[config.mk]
export PLATFORM = sky130hd
export DESIGN_NAME = fifo_write_arbiter
export DESIGN_NICKNAME = d
export VERILOG_FILES = /design/src/rtl/fifo_write_arbiter.sv
export SDC_FILE = /design/constraint.sdc
export NUM_CORES = 1
export LEC_CHECK = 0
export CORE_MARGIN = 2
export CORE_UTILIZATION = 40
export CTS_CLUSTER_DIAMETER = 60
export CTS_CLUSTER_SIZE = 28
export DETAILED_ROUTE_END_ITERATION = 12
export PLACE_DENSITY = 0.87
export SLEW_MARGIN = 20
export SYNTH_ARGS = -nofsm -noshare
export SYNTH_HDL_FRONTEND = slang
export SYNTH_SLANG_ARGS = --single-unit
[constraint.sdc]
create_clock -name clk -period 3.9 [get_ports clk]
set_input_delay 0.585 -clock clk [delete_from_list [all_inputs] [get_ports clk]]
set_output_delay 0.585 -clock clk [all_outputs]
set_load 0.01 [all_outputs]
[src/rtl/fifo_write_arbiter.sv]
// Round-robin arbiter sharing one FIFO write port among NREQ producers.
// Grants bounded bursts, registers write data and throttles on FIFO full flags.
module fifo_write_arbiter #(
  parameter int unsigned NREQ      = 4,
  parameter int unsigned DWIDTH    = 32,
  parameter int unsigned MAX_BURST = 4
) (
  input  logic                   clk,
  input  logic                   reset,
  input  logic [NREQ-1:0]        req_valid,
  input  logic [NREQ*DWIDTH-1:0] req_data,
  output logic [NREQ-1:0]        req_ack,
  output logic [NREQ-1:0]        grant,
  input  logic                   fifo_almost_full,
  input  logic                   fifo_full,
  output logic                   fifo_wr_en,
  output logic [DWIDTH-1:0]      fifo_din,
  output logic                   busy
);

  localparam int unsigned IW = (NREQ > 1) ? $clog2(NREQ) : 1;
  localparam int unsigned CW = $clog2(MAX_BURST + 1);
  localparam logic [CW-1:0] MaxCnt = CW'(MAX_BURST);
  localparam logic [IW-1:0] LastRst = IW'(NREQ - 1);

  typedef enum logic [2:0] {
    StIdle  = 3'b001,
    StBurst = 3'b010,
    StStall = 3'b100
  } state_e;

  state_e              state_q, state_d;
  logic [NREQ-1:0]     grant_q, grant_d;
  logic [IW-1:0]       last_q, last_d;
  logic [CW-1:0]       cnt_q, cnt_d;
  logic                wr_q, wr_d;
  logic [DWIDTH-1:0]   din_q, din_d;
  logic                busy_q, busy_d;

  logic                block;
  logic                pick_found;
  logic [IW-1:0]       pick_idx;
  logic [DWIDTH-1:0]   data_arr [NREQ];
  logic [DWIDTH-1:0]   g_data;
  logic                g_valid;
  logic [CW-1:0]       cnt_inc;

  // Second term: a write already registered will consume the last free slot.
  assign block   = fifo_full | (fifo_almost_full & wr_q);
  assign g_data  = data_arr[last_q];
  assign g_valid = req_valid[last_q];
  assign cnt_inc = cnt_q + CW'(1);

  always_comb begin
    for (int i = 0; i < int'(NREQ); i++) begin
      data_arr[i] = req_data[i*DWIDTH +: DWIDTH];
    end
  end

  // Search starts just after the most recent grant and wraps.
  always_comb begin
    int unsigned  cand;
    logic [IW-1:0] cand_idx;
    pick_found = 1'b0;
    pick_idx   = '0;
    for (int unsigned k = 1; k <= NREQ; k++) begin
      cand     = (32'(last_q) + k) % NREQ;
      cand_idx = cand[IW-1:0];
      if (!pick_found && req_valid[cand_idx]) begin
        pick_found = 1'b1;
        pick_idx   = cand_idx;
      end
    end
  end

  always_comb begin
    state_d = state_q;
    grant_d = grant_q;
    last_d  = last_q;
    cnt_d   = cnt_q;
    wr_d    = 1'b0;
    din_d   = din_q;
    req_ack = '0;

    unique case (state_q)
      StIdle: begin
        grant_d = '0;
        if (pick_found && !block) begin
          grant_d = NREQ'(1) << pick_idx;
          last_d  = pick_idx;
          cnt_d   = '0;
          state_d = StBurst;
        end
      end
      StBurst: begin
        if (g_valid && !block) begin
          req_ack = NREQ'(1) << last_q;
          wr_d    = 1'b1;
          din_d   = g_data;
          cnt_d   = cnt_inc;
          if (cnt_inc == MaxCnt) begin
            state_d = StIdle;
            grant_d = '0;
          end
        end else if (!g_valid) begin
          state_d = StIdle;
          grant_d = '0;
        end else begin
          state_d = StStall;
        end
      end
      StStall: begin
        if (!block) begin
          if (g_valid) begin
            state_d = StBurst;
          end else begin
            state_d = StIdle;
            grant_d = '0;
          end
        end
      end
      default: begin
        state_d = StIdle;
        grant_d = '0;
        cnt_d   = '0;
      end
    endcase

    // The acknowledge is combinational, so it must be masked while in reset.
    if (reset) begin
      req_ack = '0;
    end
    busy_d = (state_d != StIdle);
  end

  always_ff @(posedge clk) begin
    if (reset) begin
      state_q <= StIdle;
      grant_q <= '0;
      last_q  <= LastRst;
      cnt_q   <= '0;
      wr_q    <= 1'b0;
      din_q   <= '0;
      busy_q  <= 1'b0;
    end else begin
      state_q <= state_d;
      grant_q <= grant_d;
      last_q  <= last_d;
      cnt_q   <= cnt_d;
      wr_q    <= wr_d;
      din_q   <= din_d;
      busy_q  <= busy_d;
    end
  end

  assign grant      = grant_q;
  assign fifo_wr_en = wr_q;
  assign fifo_din   = din_q;
  assign busy       = busy_q;

endmodule

; ---- Word level (Yosys, flattened, before mapping)
; Cells that the tools add are included.
[totals]
memories = 0
output_inout_bits = 42
latchBits = 0
in_bits = 136
mem_bits_ro = 0
reg_bits = 46
wordCells = 89
ramBits = 0
[classes]
n_mul = 0
shift = 2
n_reduce_logical = 14
n_addsub = 5
n_lt_le_gt_ge = 6
eq_ne = 9
n_bitwise = 5
div = 0
n_mux = 41
[op_table]
columns = operator, count
row1 = $bmux 32 s2, 1
row2 = $mux 32, 2
row3 = $mux 4, 8
row4 = $mux 3, 7
row5 = $pmux 3 s3, 2
row6 = $lt 2x3->1 const B, 5
row7 = $pmux 4 s3, 1
row8 = $bmux 1 s2, 5
row9 = $mux 1, 10
row10 = $mux 2, 5
row11 = $shl 1x2->4 const A, 2
row12 = $eq 3x3->1 const B, 2
row13 = $ne 2x2->1 const B, 3
row14 = $reduce_and 2->1, 3
row15 = $logic_and 1x1->1, 5
row16 = $add 2x1->2 const B, 2
row17 = $add 2x2->2 const B, 2
row18 = $logic_not 1->1, 4
row19 = $add 3x1->3 const B, 1
row20 = $eq 3x1->1 const B, 1
row21 = $eq 3x2->1 const B, 1
row22 = $ge 3x3->1 const B, 1
row23 = $ne 3x1->1 const B, 1
row24 = $ne 3x3->1 const B, 1
row25 = other kinds (6), 7

; ---- Longest topological paths before layout
; Gate-level depths: netlist of the first run.
[depth]
word_depth = 17
ltp_mapped = 9
depth_no_buf = 7

; ---- Worst setup path after synthesis of the first run
; Ideal clock, no wire load.
[synth_path]
kind = input to output
startpoint = in req_valid[2]
endpoint = out req_ack[0]
slack_ns = 1.573
cell_stages = 5
n_path_buf = 1
t_arrival_ns = 1.742
cell_sequence = clkbuf_1 mux4_2 nand3_1 nor2_1 and2_1
[synth_via]
elab_chain_len = 6
[synth_rtl]
columns = item, line_no
row1 = "start, declared", 10  ; input logic [NREQ-1:0] req_valid,
row2 = $bmux 1 s2, 51  ; assign g_valid = req_valid[last_q];
row3 = $mux 1 (implied by the code), 51
row4 = $logic_and 1x1->1, 96  ; if (g_valid && !block) begin
row5 = $mux 4, 96
row6 = $mux 4, 85  ; unique case (state_q)
row7 = $mux 4, 130  ; if (reset) begin
row8 = "end, declared", 12  ; output logic [NREQ-1:0] req_ack,
; Every way passes these cells. The select of a mux whose other input is x is not followed.

; ---- Worst setup path in the final report of the first run
[layout_path]
startpoint = in req_valid[3]
endpoint = out req_ack[1]
; The elaborated chain is that of the path after synthesis.

==> flow_summary.yaml, run 1 <==
power:
  vdd_ir_drop_max_v: 0.000193
  leakage_nw: 1.71
  power_mw: 1.44
  powerDensity_nw_per_um2: 299
sta:
  setup_viol: 0
  period_minus_slack_ns: 3.41
  period_share_pct: 87.4
  max_freq_mhz: 293
  max_slew_margin_pct: 49.9
  hold_viol_final: 0
  rsz0062_at_grt: "false"
  fin_worst_skew_ns: 0.00886
  fin_setup_tns_ns: 0
  maxSlewViolCount: 0
  tightest_slew_ns: 0.741
worst_setup_path:
  critical_path_required_ns: 3.31
  path_class: "in -> out"
  path_common_cell: "clkdlybuf4s50_1"
  r2r-start: "last_q[0]"
  critPathLaunchType: "input port"
  slowest_delay_ns: 0.65
  path_cells: "clkdlybuf4s50_1, mux4_2, nand3_1, nor2_1, and2_1, clkdlybuf4s50_1"
  rrSetupSlack_ns: 1.67
  worstSetupEndpointType: "output port"
  worstPathMaxFanout: 10
  crit_slowest_cell: "clkdlybuf4s50_1"
  r2r-end: "grant[0]"
  startpoint: "req_valid[3]"
  worst_ep_arrival_time_ns: 2.82
  endpoint: "req_ack[1]"
  r2r_cells: 6
clocking:
  clk_path_buf_depth: 2
  insertion_delay_ns: 0.29
  ctsResizeCount: 0
  cts_buffers: 5
  post-cts-setup-buffers: 0
  cts_hold_buffers: 0
  path_clk_slew_ns: 0.08
  cts_root_buf: "clkbuf_8"
  htreeDepth: 2
  clock-sinks: 46
  tritoncts: "yes"
global_route:
  grt_max_degree: 45
  grt_pass1_vias: 3052
  grt_pass1_wl_um: 13700
  globalRouteOverflowTotal: 0
  grt_use_total_pct: 22.8
  antenna_found_initial: 0
placement:
  dp_hpwl_um: 7140
  dp.cells: 552
  io_buffers: 177
  dpl-instance-area_um2: 4660
  place.gp.congestion: 0.943
detailed_routing:
  num_vias: 2995
  wirelength_um: 9170
  drt_iter0_drc: 99
  first_pass_iters: 4
  vias_per_cell: 5.35
  ant_nets: 0
  wl_per_cell_um: 16.4
  remaining_drc_errors: 0
logic_synthesis:
  synth_seq_cells: 46
  synthSimpleGateAreaFrac_pct: 16.1
  synth_mux_area_share_pct: 29.0
  synth_area_leaders: "dfxtp_1 33%, mux4_2 28%, nand2_1 9.6%, a21oi_1 7.8%, ha_1 2.7%"
  synth_most_common_cell: "nand2_1"
  syn-cell-area_um2: 2830
  ys_seq_area_share_pct: 32.6
  synth_edf_count: 0
  ys_top_cells_by_count: "72 x nand2_1, 46 x dfxtp_1, 44 x a21oi_1, 35 x mux4_2, 13 x nor2_1"
  synth_cell_types: 38
  synthesis.nets: 437
  async_reset_ff_share_pct: 0
  yosysWarnings: 0
  syn_inst: 295
  synthXorXnorAreaFrac_pct: 0
  yosys.area.top_type: "dfxtp_1"
  synth-main-ff-cell: "dfxtp_1"
  synth_top_area_share_pct: 32.6
  synth_compound_area_share_pct: 15.1
  avgSynthCellArea_um2: 9.58
  synthAdderAreaFrac_pct: 2.66
  synth_top_family_by_area: "multiplexers"
floorplanning:
  die_width_um: 88.1
  initial_core_util_pct: 41.4
  die_h_um: 88.1
  dieArea_um2: 7750
  pin_count: 178
  num_rows: 30
  core_region_area_um2: 6830
layout:
  final_cells: 560
  seqCellArea_um2: 923
  final_nets: 605
  syn2layout_area_growth_pct: 70.0
  fillerInstances: 545
  utilization_pct: 70.3
  n_antenna_cell: 0
  final_area_um2: 4810
  multi_input_area_um2: 1780
  drive_gt1_share_pct: 12.5
hold_path:
  holdCritPathClass: "reg -> reg"
flow_run:
  cap_violations: 0
run_status:
  status: "finished, final reports clean"
sequential cells by signal, indices dropped and copies added (netlist names):
register and flops:
grant 4, last_q 2, fifo_din 32, state_q 3
cnt_q 3, busy 1, fifo_wr_en 1
how the worst min path moves through the flow:
stage	startpoint	to	slack, ns	cells past startpoint
after floorplan	cnt_q[1]	cnt_q[1]	0.45	2
after global placement	fifo_din[6]	fifo_din[6]	0.44	2
after detailed placement	grant[3]	grant[3]	0.44	2
after CTS	fifo_din[30]	fifo_din[30]	0.46	2
after global routing	fifo_din[25]	fifo_din[25]	0.47	2
final	fifo_din[30]	fifo_din[30]	0.46	2
area by class of cell:
class | count | area share (%)
inverters | 6 | 0.469
clock inverters | 2 | 1.25
flip-flops and latches | 46 | 19.2
repair buffers | 184 | 37.9
multi-input cells | 220 | 37.0
clock buffers | 6 | 1.72
well taps | 96 | 2.50
cell usage in the layout (no fill, tap or decap), drive strengths merged, types with 5 or more instances in the layout:
cell type and instances:
inv 6, nor2 14, mux4 35, clkdlybuf4s50 176, clkbuf 6, dfxtp 46, a21oi 44, ha 6
buf 8, nand2 72, nand2b 6, and2 5
cell families (layout without fill, tap and decap cells):
| logic type | count (synthesis) | after routing |
|---|---|---|
| multiplexers | 38 | 38 |
| AND/OR/NAND/NOR | 107 | 107 |
| adder cells (fa/ha/maj) | 6 | 6 |
| buffers and inverters | 29 | 198 |
| flip-flops | 46 | 46 |
| AO/OA/AOI/OAI | 69 | 69 |
report_power, final:
part | internal [mW] | leakage [nW] | switching, mW | total [mW]
Combinational | 0.309 | 1.27 | 0.202 | 0.511
Clock | 0.273 | 0.0714 | 0.159 | 0.433
Sequential | 0.482 | 0.371 | 0.0113 | 0.494
Total | 1.06 | 1.71 | 0.373 | 1.44
metrics by stage:
step	setup WS [ns]	hold slack, ns
final	0.490	0.457
after global placement	0.614	0.441
after detailed placement	0.547	0.443
after global routing	0.370	0.473
after CTS	0.542	0.458
after floorplan	1.57	0.450
metal layers:
layer / global-route usage (%) / up-vias / wire length [um]
met1: 23.8 / 1421 / 3280
met3: 5.00 / 16 / 659
met4: 9.50 / 0 / 191
met2: 43.7 / 145 / 5050
li1: - / 1413 / -
met5: 0 / - / 0
worst max-delay path: cells and delay by family:
kind,cells,cell delay [ns]
buf+inv,2,1.19
mux,1,0.39
simple gates,3,0.66
Note: power is estimated with default switching activity, not from simulation.
==> run 2, diff against run 1 <==
--- a/config.mk
+++ b/config.mk
@@ -10,6 +10,7 @@
 export CTS_CLUSTER_DIAMETER = 60
 export CTS_CLUSTER_SIZE = 28
 export DETAILED_ROUTE_END_ITERATION = 12
+export HOLD_SLACK_MARGIN = 0.15
 export PLACE_DENSITY = 0.87
 export SLEW_MARGIN = 20
 export SYNTH_ARGS = -nofsm -noshare
==> results of run 2 <==
Same layout as run 1: the final DEF is identical, and so are final timing and power.
